==> src/rtl/decoder2x4_hold_if.sv <==
// Handshake and output bundle for decoder2x4_hold: index request in, held one-hot strobe out.
interface decoder2x4_hold_if #(
  parameter int IN_W = 2
);
  localparam int OUT_W = 1 << IN_W;

  logic             en;
  logic             in_valid;
  logic [IN_W-1:0]  in;
  logic             in_ready;
  logic [OUT_W-1:0] out;
  logic             busy;
  logic             done;

  modport master (
    output en, in_valid, in,
    input  in_ready, out, busy, done
  );

  modport slave (
    input  en, in_valid, in,
    output in_ready, out, busy, done
  );
endinterface

==> src/rtl/decoder2x4_hold.sv <==
// Registered, handshaked binary-to-one-hot decoder; each accepted index is held for HOLD_CYCLES
// cycles, with back-to-back reload on the last hold cycle and a done pulse on normal completion.
module decoder2x4_hold #(
  parameter int IN_W        = 2,
  parameter int HOLD_CYCLES = 4
) (
  input logic              clk,
  input logic              rst,
  decoder2x4_hold_if.slave bus
);
  localparam int OUT_W = 1 << IN_W;

  localparam logic [0:0] IDLE  = 1'b0;
  localparam logic [0:0] DRIVE = 1'b1;

  localparam logic [7:0] CNT_LAST = 8'(HOLD_CYCLES - 1);

  logic [0:0]       state;
  logic [7:0]       cnt;
  logic             last_cycle;
  logic             accept;
  logic [OUT_W-1:0] onehot;

  // The final hold cycle doubles as an accept slot so consecutive indices leave no gap on out.
  assign last_cycle   = (state == DRIVE) && (cnt == CNT_LAST);
  assign bus.in_ready = bus.en && ((state == IDLE) || last_cycle);
  assign accept       = bus.in_valid && bus.in_ready;

  always_comb begin
    onehot         = '0;
    onehot[bus.in] = 1'b1;
  end

  // Enable low aborts any hold without a done pulse; done is otherwise a one-edge strobe.
  always_ff @(posedge clk) begin
    if (rst) begin
      state    <= IDLE;
      cnt      <= '0;
      bus.out  <= '0;
      bus.busy <= 1'b0;
      bus.done <= 1'b0;
    end else begin
      bus.done <= 1'b0;
      if (!bus.en) begin
        state    <= IDLE;
        cnt      <= '0;
        bus.out  <= '0;
        bus.busy <= 1'b0;
      end else if (accept) begin
        state    <= DRIVE;
        cnt      <= '0;
        bus.out  <= onehot;
        bus.busy <= 1'b1;
      end else if (state == DRIVE) begin
        if (last_cycle) begin
          state    <= IDLE;
          cnt      <= '0;
          bus.out  <= '0;
          bus.busy <= 1'b0;
          bus.done <= 1'b1;
        end else begin
          cnt <= cnt + 8'd1;
        end
      end
    end
  end
endmodule

==> src/flat_wrapper.sv <==
// flat-port wrapper written by rule: the top's interface ports become plain ports
module decoder2x4_hold_flat 
#(
  parameter int IN_W        = 2,
  parameter int HOLD_CYCLES = 4
)
  (clk, rst, bus_en, bus_in_valid, bus_in, bus_in_ready, bus_out, bus_busy, bus_done);
  decoder2x4_hold_if #(.IN_W(IN_W)) bus_i ();
  input logic clk;
  input logic rst;
  input wire logic [$bits(bus_i.en)-1:0] bus_en;
  input wire logic [$bits(bus_i.in_valid)-1:0] bus_in_valid;
  input wire logic [$bits(bus_i.in)-1:0] bus_in;
  output wire logic [$bits(bus_i.in_ready)-1:0] bus_in_ready;
  output wire logic [$bits(bus_i.out)-1:0] bus_out;
  output wire logic [$bits(bus_i.busy)-1:0] bus_busy;
  output wire logic [$bits(bus_i.done)-1:0] bus_done;
  assign bus_i.en = bus_en;
  assign bus_i.in_valid = bus_in_valid;
  assign bus_i.in = bus_in;
  assign bus_in_ready = bus_i.in_ready;
  assign bus_out = bus_i.out;
  assign bus_busy = bus_i.busy;
  assign bus_done = bus_i.done;
  decoder2x4_hold #(.IN_W(IN_W), .HOLD_CYCLES(HOLD_CYCLES)) u_core (.clk(clk), .rst(rst), .bus(bus_i));
endmodule
==> config.mk <==
export PLATFORM = sky130hd
export DESIGN_NAME = decoder2x4_hold_flat
export DESIGN_NICKNAME = d
export VERILOG_FILES = /design/src/rtl/decoder2x4_hold_if.sv /design/src/rtl/decoder2x4_hold.sv /design/src/flat_wrapper.sv
export SDC_FILE = /design/constraint.sdc
export NUM_CORES = 1
export LEC_CHECK = 0
export CORE_UTILIZATION = 35
export DETAILED_ROUTE_END_ITERATION = 12
export PLACE_DENSITY = 0.62
export REMOVE_ABC_BUFFERS = 1
export SLEW_MARGIN = 30
export SYNTH_ARGS = -nofsm -noshare
export SYNTH_HDL_FRONTEND = slang
export SYNTH_SLANG_ARGS = --single-unit
==> constraint.sdc <==
create_clock -name clk -period 4.76 [get_ports clk]
set_input_delay 0.952 -clock clk [delete_from_list [all_inputs] [get_ports clk]]
set_output_delay 0.952 -clock clk [all_outputs]
set_load 0.005 [all_outputs]
==> results_dict.tcl <==
set metrics [dict create \
    die_x_um 46.5 \
    first_global_vias 554 \
    numClockSinks 15 \
    syn_area_per_cell_um2 8.87 \
    clk_pin_slew_worst_paths_ns 0.09 \
    syn_inst 78 \
    gr_util_all_layers_pct 15.7 \
    core.rowCount 15 \
    route.detailed.wl_per_inst_um 11.4 \
    rsz0062_at_grt "no" \
    critical_path_arrival_ns 2.51 \
    synth-seq-area-share_pct 43.4 \
    maximum_clock_skew_at_final_layout_ns 0.00492 \
    setup_viol 0 \
    reg_to_reg_end "u_core.bus.out[1]$_SDFFE_PP0P_" \
    largest_fanout_on_the_critical_path 7 \
    worstHoldPathType "flip-flop to flip-flop" \
    worst_pin_slew_ns 0.443 \
    clock_latency_ns 0.28 \
    number_of_nets_in_the_layout 99 \
    worstSetupPathType "flip-flop to output pin" \
    worst_r2r_startpoint "u_core.cnt[0]$_SDFFE_PP0P_" \
    setup_repair_bufs_after_cts 0 \
    drc 0 \
    io-pin-count 13 \
    period_share_pct 72.8 \
    post_synthesis_sequential_element_count 15 \
    via_per_inst 5.09 \
    cellLeakagePower_nw 0.286 \
    required_time_at_the_worst_slack_endpoint_ns 3.81 \
    cts_made_buffers 3 \
    status "finished, final reports clean" \
    totalNegativeSetupSlack_ns 0 \
    fin_crit_ns 3.46 \
    worstSetupStartpointType "flip-flop" \
    drt_pass1_iterations 3 \
    synth-async-reset-ratio_pct 0 \
    globalRouteOverflowTotal 0 \
    initial_drc_count 6 \
    final_util_pct 48.1 \
    finalHoldWorstSlack_ns 0.460 \
    number_of_levels_the_h_tree_was_split_into 1 \
    post-route-worst-setup-slack_ns 1.30 \
    holdPathStages 2 \
    count_of_pins_over_their_slew_limit 0 \
    vdd_ir_drop_max_mv 0.148 \
    cp-end-kind "output pin" \
    globalplace.congestion 0.759 \
    port-buffer-count 12 \
    area.sequential_um2 300 \
    reg2regPathDepth 4 \
    top_reg_cell_synth "dfxtp_1" \
    core_area_um2 1780 \
    hold_violations 0 \
    synth-edff-count 0 \
    power_per_unit_of_standard_cell_area_nw_per_um2 256 \
    detailedPlacementHpwl_um 984 \
    ys.warnings.count 0 \
    drive_gt1_share_pct 11.0 \
    n_antenna_cell 0 \
    die-height_um 46.5 \
    multi_input_area_um2 357 \
    cts-hold-fix-buffers 0 \
    grt_antenna_before_repair 0 \
    syn-cell-area_um2 692 \
    pre_cts_ws_ns 1.61 \
    detailroute.via_count 591 \
    floorplan.die_area_um2 2160 \
    cap_viol_max_count 0 \
    antenna_nets_post_route 0 \
    reg2reg_setup_slack_ns 2.75 \
    post_cts_resized 0 \
    achievable_freq_mhz 289 \
    route.final.wire_length_mm 1.32 \
    min_to "u_core.bus.out[3]$_SDFFE_PP0P_" \
    layout-area-overhead-vs-synth_pct 24.1 \
    relative_max_transition_margin_pct 70.4 \
    synth.lib_cells_used.distinct 29 \
    tritoncts "done" \
    fill_cells 179 \
    start_util_pct 38.8 \
    worstHoldStart "u_core.bus.out[3]$_SDFFE_PP0P_" \
    root_buffer "clkbuf_4" \
    grt_first_pass_wirelength_mm 2.32 \
    grt_start_max_net_pins 14 \
    ctsLongestPathBuffers 2 \
]
flip-flops by register name, summed over array words and instances, names as in the netlist:
name,count
u_core.bus.out,4
u_core.state,1
u_core.bus.busy,1
u_core.cnt,8
u_core.bus.done,1
cell families (layout without fill, tap and decap cells):
| family | after synthesis | count (layout) | share of synthesized area [%] |
|---|---|---|---|
| AND/OR/NAND/NOR | 29 | 29 | 25.3 |
| AO/OA/AOI/OAI | 21 | 21 | 20.6 |
| adder cells (fa/ha/maj) | 1 | 1 | 1.81 |
| buffers and inverters | 9 | 22 | 5.06 |
| flip-flops | 15 | 15 | 43.4 |
| XOR/XNOR | 3 | 3 | 3.80 |
cells in the mapped netlist, types with 2 or more instances:
cell type	n	area share (%)
or4_1	2	2.2
inv_1	6	3.3
nor2b_1	2	1.8
nand2b_1	2	1.8
a21oi_1	6	4.3
nand2_1	4	2.2
xor2_1	3	3.8
o21ai_0	6	4.3
or3_1	3	2.7
nand4_1	4	3.6
nor2_1	5	2.7
dfxtp_1	15	43
o22ai_1	2	1.8
clkbuf_1	2	1.1
o32ai_1	2	2.5
where the power goes:
part           internal (mW)  switching [mW]
Sequential             0.127         0.00217
Clock                 0.0312          0.0404
Combinational         0.0109         0.00793
metrics by stage:
stage / std cells / power (mW) / instance area, um^2
2_1_floorplan: 75 / 0.141 / 679
3_3_place_gp: 112 / 0.151 / 831
3_5_place_dp: 112 / 0.151 / 831
4_1_cts: 116 / 0.223 / 858
5_1_grt: 116 / 0.231 / 858
6_report: 116 / 0.220 / 858
worst max-delay path by stage:
| stage | slack, ns | cells past startpoint | end | startpoint |
|---|---|---|---|---|
| 2_1_floorplan | 2.20 | 4 | bus_in_ready | u_core.cnt[0]$_SDFFE_PP0P_ |
| 3_3_place_gp | 1.64 | 5 | bus_in_ready | u_core.cnt[0]$_SDFFE_PP0P_ |
| 3_5_place_dp | 1.61 | 5 | bus_in_ready | u_core.cnt[0]$_SDFFE_PP0P_ |
| 4_1_cts | 1.27 | 5 | bus_in_ready | u_core.cnt[0]$_SDFFE_PP0P_ |
| 5_1_grt | 1.18 | 5 | bus_in_ready | u_core.cnt[0]$_SDFFE_PP0P_ |
| 6_report | 1.30 | 5 | bus_in_ready | u_core.cnt[0]$_SDFFE_PP0P_ |
area by class of cell:
| type | count | area share [%] |
|---|---|---|
| well taps | 25 | 3.64 |
| clock inverters | 1 | 0.583 |
| repair buffers | 12 | 14.0 |
| clock buffers | 3 | 2.62 |
| flip-flops and latches | 15 | 35.0 |
| multi-input cells | 54 | 41.5 |
| inverters | 6 | 2.62 |
layer usage:
metal,global-route usage (%),part of all wire (%),up-vias
met5,0,0,-
met4,10.0,1.3,0
met3,6.27,5.8,2
met2,23.9,47,14
met1,17.9,46,266
li1,-,-,309
cells in the final DEF, fill, tap and decap left out:
master	synthesis	layout
clkbuf_4	0	3
o31a_2	1	1
or4b_2	1	1
nand2_1	4	4
nand3_1	1	1
xor2_1	3	3
nand2b_1	2	2
nor2b_1	2	2
dfxtp_1	15	15
or3_1	3	3
o211ai_2	1	1
ha_1	1	1
o21a_4	1	1
nand4_1	4	4
clkinv_2	0	1
and2b_2	1	1
o32ai_1	2	2
or3_2	1	1
nor2_1	5	5
o21a_1	1	1
o21ai_0	6	6
o211ai_1	1	1
inv_1	6	6
and4_1	1	1
or4_1	2	2
a21oi_1	6	6
o22ai_1	2	2
or4b_1	1	1
clkdlybuf4s50_1	0	12
nand3b_1	1	1
critical path, stage by stage (launching register included):
cell,delay [ns]
dfxtp_1,0.42
ha_1,0.23
or4b_1,0.60
o21a_4,0.29
and2b_2,0.20
clkdlybuf4s50_1,0.49
No activity file was read; power rests on OpenSTA's default activity.
